## config.mk

```make
export PLATFORM = sky130hd
export DESIGN_NAME = inc_dec_sched
export DESIGN_NICKNAME = d
export VERILOG_FILES = /design/src/rtl/inc_dec_sched.sv
export SDC_FILE = /design/constraint.sdc
export NUM_CORES = 1
export LEC_CHECK = 0
export CAP_MARGIN = 10
export CORE_MARGIN = 1.5
export CORE_UTILIZATION = 36
export CTS_BUF_LIST = sky130_fd_sc_hd__clkbuf_8
export CTS_CLUSTER_SIZE = 12
export DETAILED_ROUTE_END_ITERATION = 16
export PLACE_DENSITY_LB_ADDON = 0.15
export SLEW_MARGIN = 5
export SYNTH_ARGS = -nofsm -noshare
export SYNTH_HDL_FRONTEND = slang
export SYNTH_SLANG_ARGS = --single-unit
```

## constraint.sdc

```tcl
create_clock -name CLK -period 4.5 [get_ports CLK]
set_input_delay 0.9 -clock CLK [delete_from_list [all_inputs] [get_ports CLK]]
set_output_delay 0.9 -clock CLK [all_outputs]
set_load 0.005 [all_outputs]
```

## src/rtl/inc_dec_sched.sv

```systemverilog
// -----------------------------------------------------------------------------
// inc_dec_sched
//   Round-robin scheduler that lets several requesters increment or decrement
//   one shared counter, one operation every three cycles
//   (IDLE -> GRANT -> EXEC).
//
//   At the IDLE sampling edge the winner and its direction are latched, so
//   requesters may change or drop Req/DecReq once they have been granted.
//   The counter is written at the edge that ends EXEC.
//
// Ports
//   CLK      in   1      single clock, rising edge
//   RST_n    in   1      asynchronous active-low reset
//   Req      in   nreq   per-requester request level, held until Ack
//   DecReq   in   nreq   per-requester direction (1 = decrement, 0 = increment)
//   LoadEn   in   1      load strobe, accepted in any state, wins over EXEC
//   LoadVal  in   width  value written to Count when LoadEn is high
//   Ack      out  nreq   one-hot completion pulse, high during EXEC
//   Count    out  width  registered shared counter
//   Sat      out  1      with Ack: the operation was blocked by saturation
//   Busy     out  1      high in GRANT and EXEC
// -----------------------------------------------------------------------------
module inc_dec_sched #(
    parameter int width = 8,     // counter width, 3..16
    parameter int nreq  = 4,     // number of requesters, 2..8
    parameter bit SatEn = 1'b1   // 1 = saturate, 0 = wrap
) (
    input  logic             CLK,
    input  logic             RST_n,
    input  logic [nreq-1:0]  Req,
    input  logic [nreq-1:0]  DecReq,
    input  logic             LoadEn,
    input  logic [width-1:0] LoadVal,
    output logic [nreq-1:0]  Ack,
    output logic [width-1:0] Count,
    output logic             Sat,
    output logic             Busy
);

    localparam int IdxW = $clog2(nreq);
    localparam logic [IdxW-1:0] LastIdx = IdxW'(nreq - 1);

    typedef enum logic [1:0] {
        IDLE  = 2'd0,
        GRANT = 2'd1,
        EXEC  = 2'd2
    } state_t;

    state_t          state, stateNext;
    logic [IdxW-1:0] ptr;        // round-robin search start
    logic [IdxW-1:0] grantIdx;   // latched winner
    logic            grantDec;   // latched direction of the winner
    logic [IdxW-1:0] winIdx;
    logic            anyReq;
    logic            blocked;
    logic [width-1:0] stepVal;

    // ------------------------------------------------------------------
    // Round-robin arbiter: first requester at or above ptr, wrapping.
    // ------------------------------------------------------------------
    always_comb begin
        int j;
        j      = 0;
        winIdx = '0;
        anyReq = 1'b0;
        for (int k = 0; k < nreq; k++) begin
            j = int'(ptr) + k;
            if (j >= nreq) j = j - nreq;
            if (!anyReq && Req[j]) begin
                anyReq = 1'b1;
                winIdx = IdxW'(j);
            end
        end
    end

    // ------------------------------------------------------------------
    // Arithmetic on the latched operation. The subtract/add wrap naturally
    // modulo 2^width; saturation only decides whether the result is used.
    // ------------------------------------------------------------------
    always_comb begin
        stepVal = grantDec ? (Count - width'(1)) : (Count + width'(1));
        blocked = SatEn && (grantDec ? (Count == '0) : (&Count));
    end

    // ------------------------------------------------------------------
    // FSM
    // ------------------------------------------------------------------
    always_ff @(posedge CLK or negedge RST_n) begin
        if (!RST_n) state <= IDLE;
        else        state <= stateNext;
    end

    always_comb begin
        stateNext = state;
        Ack       = '0;
        Sat       = 1'b0;
        Busy      = 1'b0;
        case (state)
            IDLE: begin
                if (anyReq) stateNext = GRANT;
            end
            GRANT: begin
                Busy      = 1'b1;
                stateNext = EXEC;
            end
            EXEC: begin
                Busy           = 1'b1;
                Ack[grantIdx]  = 1'b1;
                // A load in the same cycle overrides the operation, so the
                // operation cannot have been blocked.
                Sat            = blocked && !LoadEn;
                stateNext      = IDLE;
            end
            default: stateNext = IDLE;
        endcase
    end

    // ------------------------------------------------------------------
    // Grant latch and round-robin pointer
    // ------------------------------------------------------------------
    always_ff @(posedge CLK or negedge RST_n) begin
        if (!RST_n) begin
            grantIdx <= '0;
            grantDec <= 1'b0;
        end else if (state == IDLE && anyReq) begin
            grantIdx <= winIdx;
            grantDec <= DecReq[winIdx];
        end
    end

    always_ff @(posedge CLK or negedge RST_n) begin
        if (!RST_n)             ptr <= '0;
        else if (state == EXEC) ptr <= (grantIdx == LastIdx) ? '0 : grantIdx + IdxW'(1);
    end

    // ------------------------------------------------------------------
    // Shared counter: load has priority over the EXEC update.
    // ------------------------------------------------------------------
    always_ff @(posedge CLK or negedge RST_n) begin
        if (!RST_n)                          Count <= '0;
        else if (LoadEn)                     Count <= LoadVal;
        else if (state == EXEC && !blocked)  Count <= stepVal;
    end

endmodule

```

Word level (Yosys, flattened, before mapping)
Cells that the tools add are included.

storage, ports and cells
  register bits after elaboration = 15
  input bits = 19
  output and inout port bits = 14
  logic and storage cells = 85

cells by class
  $add $sub $neg = 10
  $lt $le $gt $ge = 11
  equality and inequality tests = 4
  muxes and demuxes = 38
  reductions and logical operators = 17

operators by type and width
  cell                                                          number
  less-than comparator 32 x 4 -> 1 bit (second input constant)  4
  2-to-1 mux 32 bit                                             4
  2-to-1 mux 8 bit                                              3
  2-to-1 mux 1 bit                                              17
  2-to-1 mux 2 bit                                              6
  subtractor 3 x 3 -> 4 bit (second input constant)             3
  binary-select mux 1 bit (select 2 bit)                        5
  >= comparator 3 bit (second input constant)                   3
  adder 8 x 1 -> 8 bit (second input constant)                  1
  zero test 8 bit                                               1
  AND reduction 8 bit                                           1
  subtractor 8 x 1 -> 8 bit (second input constant)             1
  logical AND 1 bit                                             7
  adder 2 x 2 -> 3 bit (second input constant)                  2
  less-than comparator 2 x 3 -> 1 bit (second input constant)   2
  zero test 1 bit                                               5
  equality test 2 bit (second input constant)                   2
  2-to-1 mux 4 bit                                              1
  case mux 2 bit (2 select lines)                               1
  subtractor 2 x 3 -> 4 bit (second input constant)             1
  adder 2 x 1 -> 3 bit (second input constant)                  1
  >= comparator 2 x 3 -> 1 bit (second input constant)          1
  adder 2 x 1 -> 2 bit (second input constant)                  1
  demux 1 bit (select 2 bit)                                    1
  other kinds (6)                                               6

Logic depth before layout (Yosys ltp)
  word-level depth = 17
  depth in mapped cells = 8
  depth with buffers taken out = 7

Least setup slack after synthesis
Ideal clock, no wire load.

  path type = input to output
  start = in LoadEn
  end = out Sat
  arrival time = 1.305 ns
  required time = 3.600 ns
  setup slack = 2.295 ns
  cell stages on the path = 2
  buffers on the path = 1
  cell sequence = clkbuf_1 -> nor3_1

between the ends
  longest elaborated chain between the ends = 3

ends and longest elaborated chain
  what               line  text
  start, declared    32    input logic LoadEn,
  zero test 1 bit    111   Sat = blocked && !LoadEn;
  logical AND 1 bit  111
  2-to-1 mux 1 bit   98    case (state)
  end, declared      36    output logic Sat,

No other way between the ends.

Final worst setup path
Ends and elaborated chain as after synthesis.

==> impl_metrics.tcl <==
set metrics [dict create \
    utilization_pct 50.1 \
    yosysTopAreaCell "dfrtp_1" \
    drive_gt1_share_pct 6.70 \
    whs_ns 0.543 \
    grt_overflow 0 \
    setup_viol 0 \
    die_w_um 62.4 \
    report.final.slew_viol_count 0 \
    synth-edff-count 0 \
    period_share_pct 69.0 \
    crit_fanout 15 \
    antenna_cells 0 \
    async_flop_share_pct 100 \
    leakagePower_nw 0.721 \
    cts_sinks 15 \
    grt_usage_pct 16.1 \
    cts_resized 0 \
    finalHoldViolCount 0 \
    switchingPower_mw 0.472 \
    ant_nets 0 \
    synth-seq-cells 15 \
    drtPass1Iterations 4 \
    setup_slack_ns 1.40 \
    netlist_top_cells_count "dfrtp_1 (15), nand2_1 (15), ha_1 (13)" \
    ys.flop_type "dfrtp_1" \
    p_clk_share_pct 10.5 \
    place.gp.congestion 0.796 \
    grt_max_degree 16 \
    dr.first_iter.drc_count 75 \
    required_ns 3.60 \
    drc_errors 0 \
    clk_latency_ns 0.25 \
    critPathSlowestCell "clkdlybuf4s50_1" \
    p_int_mw 0.577 \
    comb_power_share_pct 62.9 \
    worst_slew_pin_slew_ns 0.736 \
    period_minus_slack_ns 3.10 \
    clkTransAtPathRegs_ns 0.06 \
    cap_violations 0 \
    syn_nets 177 \
    nFillCells 359 \
    yosysUniqueCellTypes 47 \
    ir_drop_mv 0.307 \
    nets 213 \
    switching_share_pct 45.0 \
    grt_pass1_wl_mm 5.08 \
    drt-vias-per-instance 5.37 \
    areaGrowthSynthToFinish_pct 32.7 \
    place_ws_ns 1.37 \
    htreeDepth 1 \
    yosysSeqAreaShare_pct 29.5 \
    crit_chain "clkdlybuf4s50_1 -> buf_4 -> nor3_1 -> clkdlybuf4s50_1" \
    netlist.area_leader.share_pct 29.5 \
    cts_setup_buffers 0 \
    numCtsBuffers 3 \
    start_kind "input port" \
    worst_hold_path_type "reg2reg" \
    powerDensity_nw_per_um2 622 \
    syn_area_um2 1270 \
    cts_tree "done" \
    synth.area.top_cells "dfrtp_1 (30%), ha_1 (13%), nand2_1 (4.4%)" \
    hpwl_mm 2.49 \
    crit_type "in2out" \
    synth_cells 144 \
    fin_area_um2 1690 \
    port_buffers 32 \
    critPathMaxStageDelay_ns 0.52 \
    fin_skew_ns 0.00101 \
    pin_count 33 \
    rsz0062_at_grt "false" \
    clk_path_buf_depth 2 \
    crit_arrival_ns 2.20 \
    start_util_pct 37.8 \
    cts_hold_buffers 0 \
    fmax_mhz 322 \
    slew_headroom_pct 50.8 \
    status "complete, no violations" \
    seq_power_share_pct 26.6 \
    syn_area_per_cell_um2 8.83 \
    rows 21 \
    fp.dieArea_um2 3900 \
    chipHeight_um 62.4 \
    yosysWarnings 0 \
    root_buffer "clkbuf_8" \
    placed_cell_area_um2 1640 \
    fin_setup_tns_ns 0 \
    coreArea_um2 3360 \
    grt_pass1_vias 1151 \
    cpMostUsedCell "clkdlybuf4s50_1" \
    drt_wl_total_mm 3.06 \
    wl_per_cell_um 13.6 \
    num_vias 1209 \
    antenna_found_initial 0 \
    end_kind "output port" \
]
==> worst max-delay path, delay by kind of cell <==
family        cells  cell delay, ns
simple gates      1            0.20
buf+inv           3            1.10
==> flip-flops by register name, summed over array words and instances (netlist names) <==
name,cells
grantIdx,2
state,2
grantDec,1
Count,8
ptr,2
==> worst paths after layout <==
kind / startpoint / endpoint / slack (ns) / cells after the start
max in group asynchronous: RST_n / Count[6] / 2.95 / 1
max reg2reg: grantDec / Count[7] / 2.14 / 6
max: LoadEn / Sat / 1.40 / 4
min reg2reg: state[1] / state[1] / 0.54 / 1
min: state[1] / state[1] / 0.54 / 1
min in group asynchronous: RST_n / state[1] / 1.09 / 1
==> cells by family after synthesis <==
kind of cell,count (synthesis),share of synthesized area (%)
XOR/XNOR,4,2.76
adder cells (fa/ha/maj),14,14.4
flip-flops,15,29.5
AND/OR/NAND/NOR,50,20.9
AO/OA/AOI/OAI,42,23.6
buffers and inverters,14,4.72
multiplexers,5,4.13
==> final cells by class <==
type,count,area (um^2),share of cell area (%)
sequential,15,375,22.3
timing repair buffer,33,328,19.4
clock inverter,1,3.75,0.223
tap,46,57.6,3.41
clock buffer,3,41.3,2.45
inverter,12,45.0,2.67
multi-input combinational,115,836,49.6
==> power groups by stage <==
stage               logic (mW)  registers, mW  clock network [mW]
CTS                      0.665          0.278               0.113
detailed placement       0.660          0.281                   0
global route             0.736          0.289               0.120
floorplan                0.470          0.260                   0
global placement         0.640          0.275                   0
finish                   0.659          0.279               0.110
==> metrics by stage <==
| stage | power [mW] | std cells |
|---|---|---|
| after floorplan | 0.729 | 144 |
| final | 1.05 | 225 |
| after CTS | 1.06 | 225 |
| after global placement | 0.915 | 221 |
| after detailed placement | 0.941 | 221 |
| after global routing | 1.15 | 225 |
==> layer usage <==
metal | share of wire, % | vias up | GRT usage, % | wire length [um]
met3 | 3.3 | 7 | 2.52 | 100
met1 | 41 | 572 | 17.9 | 1260
met2 | 54 | 28 | 31.2 | 1650
met4 | 1.9 | 0 | 5.00 | 58
li1 | - | 602 | - | -
met5 | 0 | - | 0 | 0
==> cell usage in the layout (no fill, tap or decap), drive strengths merged, types with 6 or more instances in the layout <==
cell	netlist	routed
inv	12	13
ha	13	13
a21oi	9	9
nor2	8	8
dfrtp	15	15
o21ai	9	9
nand2	15	15
clkdlybuf4s50	0	32
nor3	6	6
Power figures use the tool's default switching activity.
